`config.mk`:
```
export PLATFORM = sky130hd
export DESIGN_NAME = alu_seq
export DESIGN_NICKNAME = d
export VERILOG_FILES = /design/src/rtl/alu_seq.sv
export SDC_FILE = /design/constraint.sdc
export NUM_CORES = 1
export LEC_CHECK = 0
export CORE_MARGIN = 2
export CORE_UTILIZATION = 40
export DETAILED_ROUTE_END_ITERATION = 6
export PLACE_DENSITY = 0.63
export SYNTH_ARGS = -nofsm -noshare
export SYNTH_HDL_FRONTEND = slang
export SYNTH_SLANG_ARGS = --single-unit
```
`constraint.sdc`:
```
create_clock -name clk -period 10.75 [get_ports clk]
set_input_delay 2.15 -clock clk [delete_from_list [all_inputs] [get_ports clk]]
set_output_delay 2.15 -clock clk [all_outputs]
set_load 0.03 [all_outputs]
```
`src/rtl/alu_seq.sv`:
```
// Execute-stage ALU: single-cycle move/add/sub/and/shift ops plus an iterative
// shift-add multiplier (MUL/MULH), valid/ready on both sides, registered result and flags.
module alu_seq #(
  parameter  int REG_WIDTH = 16,
  localparam int SCNT_W    = $clog2(REG_WIDTH)
) (
  input  logic                 clk,
  input  logic                 rst,
  input  logic                 in_valid,
  output logic                 in_ready,
  input  logic [REG_WIDTH-1:0] ra,
  input  logic [REG_WIDTH-1:0] rb,
  input  logic [REG_WIDTH-1:0] imm,
  input  logic                 op2sel,
  input  logic                 flagcin,
  input  logic [3:0]           aluopc,
  input  logic [1:0]           shiftopc,
  input  logic [SCNT_W-1:0]    scnt,
  output logic                 out_valid,
  input  logic                 out_ready,
  output logic [REG_WIDTH-1:0] out,
  output logic                 flagc,
  output logic                 flagv,
  output logic                 flagz,
  output logic                 flagn
);
  localparam int W = REG_WIDTH;

  localparam logic [3:0] OP_ADD = 4'd1, OP_ADC = 4'd2, OP_SUB = 4'd3, OP_SBC = 4'd4;
  localparam logic [3:0] OP_AND = 4'd5, OP_RSB = 4'd6, OP_SHF = 4'd7;
  localparam logic [3:0] OP_MUL = 4'd8, OP_MULH = 4'd9;

  typedef enum logic {IDLE, MUL} state_e;

  state_e            state_q, state_d;
  logic              out_valid_q, out_valid_d;
  logic [W-1:0]      out_q, out_d;
  logic              c_q, c_d, v_q, v_d, z_q, z_d, n_q, n_d;
  logic [SCNT_W-1:0] cnt_q, cnt_d;
  logic [W-1:0]      mcand_q, mcand_d, mplier_q, mplier_d;
  logic [2*W-1:0]    acc_q, acc_d;
  logic              mulh_q, mulh_d;

  // Single-cycle datapath
  logic [W-1:0]      opb, add_a, add_b;
  logic              add_ci, add_v;
  logic [W:0]        add_sum;
  logic [W:0]        lsl_ext, lsr_ext, asr_ext;
  logic [W-1:0]      ror_res;
  logic [SCNT_W-1:0] rot_l;
  logic [W-1:0]      sc_res;
  logic              sc_c, sc_v;
  logic              is_mul, accept;

  assign opb = op2sel ? imm : rb;

  always_comb begin
    add_a  = ra;
    add_b  = opb;
    add_ci = 1'b0;
    case (aluopc)
      OP_ADC: add_ci = flagcin;
      OP_SUB: begin add_b = ~opb; add_ci = 1'b1;    end
      OP_SBC: begin add_b = ~opb; add_ci = flagcin; end
      OP_RSB: begin add_a = opb;  add_b = ~ra; add_ci = 1'b1; end
      default: ;
    endcase
  end

  assign add_sum = {1'b0, add_a} + {1'b0, add_b} + {{W{1'b0}}, add_ci};
  assign add_v   = (add_a[W-1] == add_b[W-1]) && (add_sum[W-1] != add_a[W-1]);

  // Extended shifts keep the last bit shifted out in the spare position.
  assign lsl_ext = {1'b0, rb} << scnt;
  assign lsr_ext = {rb, 1'b0} >> scnt;
  assign asr_ext = $signed({rb, 1'b0}) >>> scnt;
  assign rot_l   = ~scnt + SCNT_W'(1);
  assign ror_res = (rb >> scnt) | (rb << rot_l);

  always_comb begin
    sc_res = opb;
    sc_c   = flagcin;
    sc_v   = 1'b0;
    case (aluopc)
      OP_ADD, OP_ADC, OP_SUB, OP_SBC, OP_RSB: begin
        sc_res = add_sum[W-1:0];
        sc_c   = add_sum[W];
        sc_v   = add_v;
      end
      OP_AND: sc_res = ra & opb;
      OP_SHF: begin
        if (scnt == '0) begin
          sc_res = rb;
        end else begin
          case (shiftopc)
            2'd0:    begin sc_res = lsl_ext[W-1:0]; sc_c = lsl_ext[W]; end
            2'd1:    begin sc_res = lsr_ext[W:1];   sc_c = lsr_ext[0]; end
            2'd2:    begin sc_res = asr_ext[W:1];   sc_c = asr_ext[0]; end
            default: begin sc_res = ror_res;        sc_c = ror_res[W-1]; end
          endcase
        end
      end
      default: ;
    endcase
  end

  assign is_mul   = (aluopc == OP_MUL) || (aluopc == OP_MULH);
  assign in_ready = (state_q == IDLE) && (!out_valid_q || out_ready);
  assign accept   = in_valid && in_ready;

  // Multiplier: one partial product per cycle, final one folded into the result load.
  logic [2*W-1:0] acc_nxt;
  assign acc_nxt = acc_q + (mplier_q[cnt_q] ? ({{W{1'b0}}, mcand_q} << cnt_q) : '0);

  always_comb begin
    state_d     = state_q;
    out_valid_d = out_valid_q;
    out_d       = out_q;
    c_d         = c_q;
    v_d         = v_q;
    z_d         = z_q;
    n_d         = n_q;
    cnt_d       = cnt_q;
    mcand_d     = mcand_q;
    mplier_d    = mplier_q;
    acc_d       = acc_q;
    mulh_d      = mulh_q;
    case (state_q)
      IDLE: begin
        if (out_valid_q && out_ready) out_valid_d = 1'b0;
        if (accept) begin
          if (is_mul) begin
            state_d     = MUL;
            mcand_d     = ra;
            mplier_d    = opb;
            acc_d       = '0;
            cnt_d       = '0;
            mulh_d      = (aluopc == OP_MULH);
            out_valid_d = 1'b0;
          end else begin
            out_d       = sc_res;
            c_d         = sc_c;
            v_d         = sc_v;
            z_d         = (sc_res == '0);
            n_d         = sc_res[W-1];
            out_valid_d = 1'b1;
          end
        end
      end
      MUL: begin
        acc_d = acc_nxt;
        cnt_d = cnt_q + SCNT_W'(1);
        if (cnt_q == SCNT_W'(W-1)) begin
          state_d     = IDLE;
          cnt_d       = '0;
          out_d       = mulh_q ? acc_nxt[2*W-1:W] : acc_nxt[W-1:0];
          c_d         = mulh_q ? 1'b0 : (acc_nxt[2*W-1:W] != '0);
          v_d         = 1'b0;
          z_d         = mulh_q ? (acc_nxt[2*W-1:W] == '0) : (acc_nxt[W-1:0] == '0);
          n_d         = mulh_q ? acc_nxt[2*W-1] : acc_nxt[W-1];
          out_valid_d = 1'b1;
        end
      end
      default: state_d = IDLE;
    endcase
  end

  always_ff @(posedge clk or posedge rst) begin
    if (rst) begin
      state_q     <= IDLE;
      out_valid_q <= 1'b0;
      out_q       <= '0;
      c_q         <= 1'b0;
      v_q         <= 1'b0;
      z_q         <= 1'b0;
      n_q         <= 1'b0;
      cnt_q       <= '0;
      mcand_q     <= '0;
      mplier_q    <= '0;
      acc_q       <= '0;
      mulh_q      <= 1'b0;
    end else begin
      state_q     <= state_d;
      out_valid_q <= out_valid_d;
      out_q       <= out_d;
      c_q         <= c_d;
      v_q         <= v_d;
      z_q         <= z_d;
      n_q         <= n_d;
      cnt_q       <= cnt_d;
      mcand_q     <= mcand_d;
      mplier_q    <= mplier_d;
      acc_q       <= acc_d;
      mulh_q      <= mulh_d;
    end
  end

  assign out_valid = out_valid_q;
  assign out       = out_q;
  assign flagc     = c_q;
  assign flagv     = v_q;
  assign flagz     = z_q;
  assign flagn     = n_q;

endmodule

```
==> impl_metrics.json <==
{
  "die_w_um": 173,
  "start_kind": "input port",
  "reg2regPathDepth": 17,
  "crit_top_cell": "a21oi_1",
  "critical_path.top_delay_family": "compound AO/OA/AOI/OAI gates",
  "synthXorXnorAreaFrac_pct": 2.67,
  "antenna_found_initial": 0,
  "cts_inserted_buffers": 9,
  "synthSimpleGateAreaFrac_pct": 20.6,
  "worst_slew_pin_slew_ns": 1.20,
  "routed_via_density": 6.44,
  "core_mm2": 0.0280,
  "final.period_utilization_pct": 64.7,
  "netlist_area_mm2": 0.0115,
  "wl_um": 43300,
  "wire_per_inst_um": 23.0,
  "worstPathRequired_ns": 11.00,
  "fin_setup_tns_ns": 0,
  "clock_latency_ns": 0.36,
  "clock.fmax_mhz": 144,
  "cts_resized": 0,
  "synth-seq-cells": 90,
  "synth_top_family_by_area": "compound AO/OA/AOI/OAI gates",
  "slowest_delay_ns": 0.99,
  "synth_ff_type": "dfrtp_1",
  "fp-row-count": 61,
  "postCtsSetupBuffers": 0,
  "ir_worst_vdd_uv": 118,
  "yosysSeqAreaShare_pct": 19.7,
  "dp_hpwl_um": 32100,
  "synthDistinctLibCells": 89,
  "clockBufferDepth": 2,
  "syn_nets": 1627,
  "multiInputGateArea_mm2": 0.00860,
  "slew_violations": 0,
  "dieArea_mm2": 0.0300,
  "synth_compound_area_share_pct": 29.0,
  "route.vias.total": 12124,
  "grt_pass1_vias": 11302,
  "critPathMaxFanout": 16,
  "p_total_mw": 3.12,
  "floorplan.initialDensity_pct": 40.9,
  "ys_warn_count": 0,
  "async_flop_share_pct": 100,
  "rsz0062_at_grt": "no",
  "synthAdderAreaFrac_pct": 5.76,
  "cap_violations": 0,
  "drive_above_1_share_pct": 9.30,
  "clk_transition_reported_paths_ns": 0.08,
  "worstHoldPathType": "flip-flop to flip-flop",
  "dieHeight_um": 173,
  "cp.depth": 17,
  "grt.overflow.total": 0,
  "clock_skew_ns": 0.0194,
  "final_hold_viol_count": 0,
  "clock-sinks": 90,
  "fill_cells": 2845,
  "cts_tree": "built",
  "critPathSlowestCell": "a21boi_1",
  "drtPass1Iterations": 6,
  "power.leakage_nw": 5.16,
  "ctsHoldBuffers": 0,
  "pwr_density_cell_mw_per_mm2": 245,
  "synth-edff-count": 0,
  "post-route-drc-count": 0,
  "track_usage_pct": 28.3,
  "slew_headroom_pct": 20.1,
  "synthMuxAreaShare_pct": 16.9,
  "nets": 1616,
  "end_kind": "flip-flop",
  "status": "finished clean",
  "setup_viol": 0,
  "layout.area.seq_mm2": 0.00225,
  "io_pins": 86,
  "grt_pass1_wl_um": 67000,
  "worstPathCellList": "clkdlybuf4s50_1 > a21oi_1 > a21boi_1 > o22ai_1 > fa_1 > inv_1 > fa_1 > nor2b_1 > o31a_1 > o21a_1 > o31ai_1 > a21oi_1 > a21oi_1 > o21ai_0 > a221oi_1 > o21ai_0 > a31o_1",
  "syn_to_final_growth_pct": 11.4,
  "gp_congestion": 0.981,
  "hold_depth": 2,
  "fin_crit_ns": 6.95,
  "criticalPathCategory": "input port to flip-flop",
  "path_buf_inv": 2,
  "antenna-diode-count": 0,
  "synthCells": 1512,
  "port_buffers": 85,
  "cp.arrival_ns": 7.21,
  "cts_max_level": 3,
  "drt_iter0_markers": 1411,
  "syn_avg_cell_area_um2": 7.58,
  "cts_root_buffer": "clkbuf_16",
  "grt_max_degree": 76,
  "postRouteAntennaNets": 0
}
-- routing by layer --
metal | wire [um] | global-route usage [%]
met3 | 3190 | 3.90
met1 | 18400 | 38.4
met4 | 1240 | 7.73
met5 | 0 | 0
met2 | 20400 | 47.3
-- tightest hold or removal path, stage by stage, from the launching register on --
cell and delay, ns:
dfrtp_1 0.34, nand2_1 0.05, o21ai_0 0.06
-- cell usage in the layout (no fill, tap or decap), drive strengths merged, types with 10 or more instances in the layout --
cell type and n:
o31ai 16, a21o 24, nand3 37, xnor2 18
nor2 153, o211ai 11, mux4 37, clkbuf 10
o21a 15, clkdlybuf4s50 83, nand2b 12, mux2i 67
o21ai 136, nand2 169, inv 31, or2 13
xor2 17, and3 13, o22ai 22, a21oi 141
nor2b 15, dfrtp 90, a31oi 18, nor4 12
ha 48, a22oi 20, buf 22, mux2 38
a211oi 36, nor3 42, and2 14
-- cell families after synthesis --
group / count (synthesis)
flops: 90
simple gates: 515
mux: 142
fa+ha+maj: 51
compound gates: 520
buf+inv: 159
xor+xnor: 35
-- synth_stat cells, types with 6 or more instances --
| library cell | n | area [um^2] |
|---|---|---|
| mux2i_1 | 67 | 671 |
| nor2b_1 | 15 | 93.8 |
| and3_1 | 12 | 75.1 |
| nand4_1 | 8 | 50.1 |
| o22ai_1 | 22 | 138 |
| o31ai_1 | 16 | 120 |
| inv_1 | 29 | 109 |
| o21ai_1 | 12 | 60.1 |
| buf_2 | 8 | 40.0 |
| o211ai_1 | 11 | 82.6 |
| nand2b_1 | 12 | 75.1 |
| o21bai_1 | 6 | 45.0 |
| or3_1 | 9 | 56.3 |
| ha_1 | 48 | 601 |
| a21o_1 | 24 | 180 |
| o21a_1 | 15 | 113 |
| dfrtp_1 | 90 | 2250 |
| a31oi_1 | 18 | 113 |
| a311oi_1 | 8 | 70.1 |
| clkbuf_1 | 102 | 383 |
| nand3_1 | 37 | 185 |
| mux4_2 | 37 | 833 |
| a2111oi_0 | 6 | 52.6 |
| nor4_1 | 12 | 75.1 |
| nor3_1 | 42 | 210 |
| and2_1 | 11 | 68.8 |
| o31a_1 | 8 | 70.1 |
| buf_1 | 12 | 45.0 |
| a21oi_1 | 140 | 701 |
| a22oi_1 | 20 | 150 |
| nand2_1 | 169 | 634 |
| or2_2 | 11 | 68.8 |
| xnor2_1 | 18 | 158 |
| a211oi_1 | 36 | 270 |
| mux2_2 | 38 | 428 |
| xor2_1 | 17 | 149 |
| nor2_1 | 153 | 574 |
| o21ai_0 | 124 | 621 |
| o221ai_1 | 9 | 78.8 |
-- cell type report --
type / instances / share of cell area, %
multi-input cells: 1263 / 67.4
inverters: 32 / 0.961
repair buffers: 105 / 7.76
flip-flops and latches: 90 / 17.7
clock buffers: 10 / 1.79
well taps: 378 / 3.71
clock inverters: 6 / 0.706
-- final timing paths --
check                                           end  slack (ns)                     start
min in group asynchronous      cnt_q[2]$_DFFE_PP0P_        2.19                       rst
max                               flagc$_DFFE_PP0P_        3.80                 aluopc[0]
max reg2reg                       flagc$_DFFE_PP0P_        4.60      cnt_q[0]$_DFFE_PP0P_
max in group asynchronous        out[2]$_DFFE_PP0P_        7.46                       rst
min reg2reg                mplier_q[15]$_DFFE_PP0P_        0.48  mplier_q[15]$_DFFE_PP0P_
min                        mplier_q[15]$_DFFE_PP0P_        0.48  mplier_q[15]$_DFFE_PP0P_
-- stage by stage --
stage | instance area, um^2 | utilization, % | cells | hold WS, ns | setup WS, ns
finish | 12800 | 45.6 | 1884 | 0.478 | 3.80
floorplan | 11500 | - | 1512 | 0.445 | 4.60
global route | 12800 | 45.6 | 1884 | 0.504 | 3.32
global placement | 12400 | 44.4 | 1868 | 0.460 | 3.62
CTS | 12800 | 45.6 | 1884 | 0.481 | 3.87
detailed placement | 12400 | 44.4 | 1868 | 0.465 | 3.51
-- sequential cells by signal (all words and copies together), names as in the netlist --
signal	count
mulh_q	1
mplier_q	16
mcand_q	16
out_valid	1
flagv	1
flagc	1
out	16
cnt_q	4
flagz	1
state_q	1
acc_q	32
-- power by group --
group / total [mW] / internal [mW] / switching (mW) / leakage [nW]
logic: 2.13 / 0.787 / 1.35 / 3.87
clock network: 0.365 / 0.205 / 0.159 / 0.153
registers: 0.625 / 0.490 / 0.135 / 1.13
total: 3.12 / 1.48 / 1.64 / 5.16
Power figures use the tool's default switching activity.
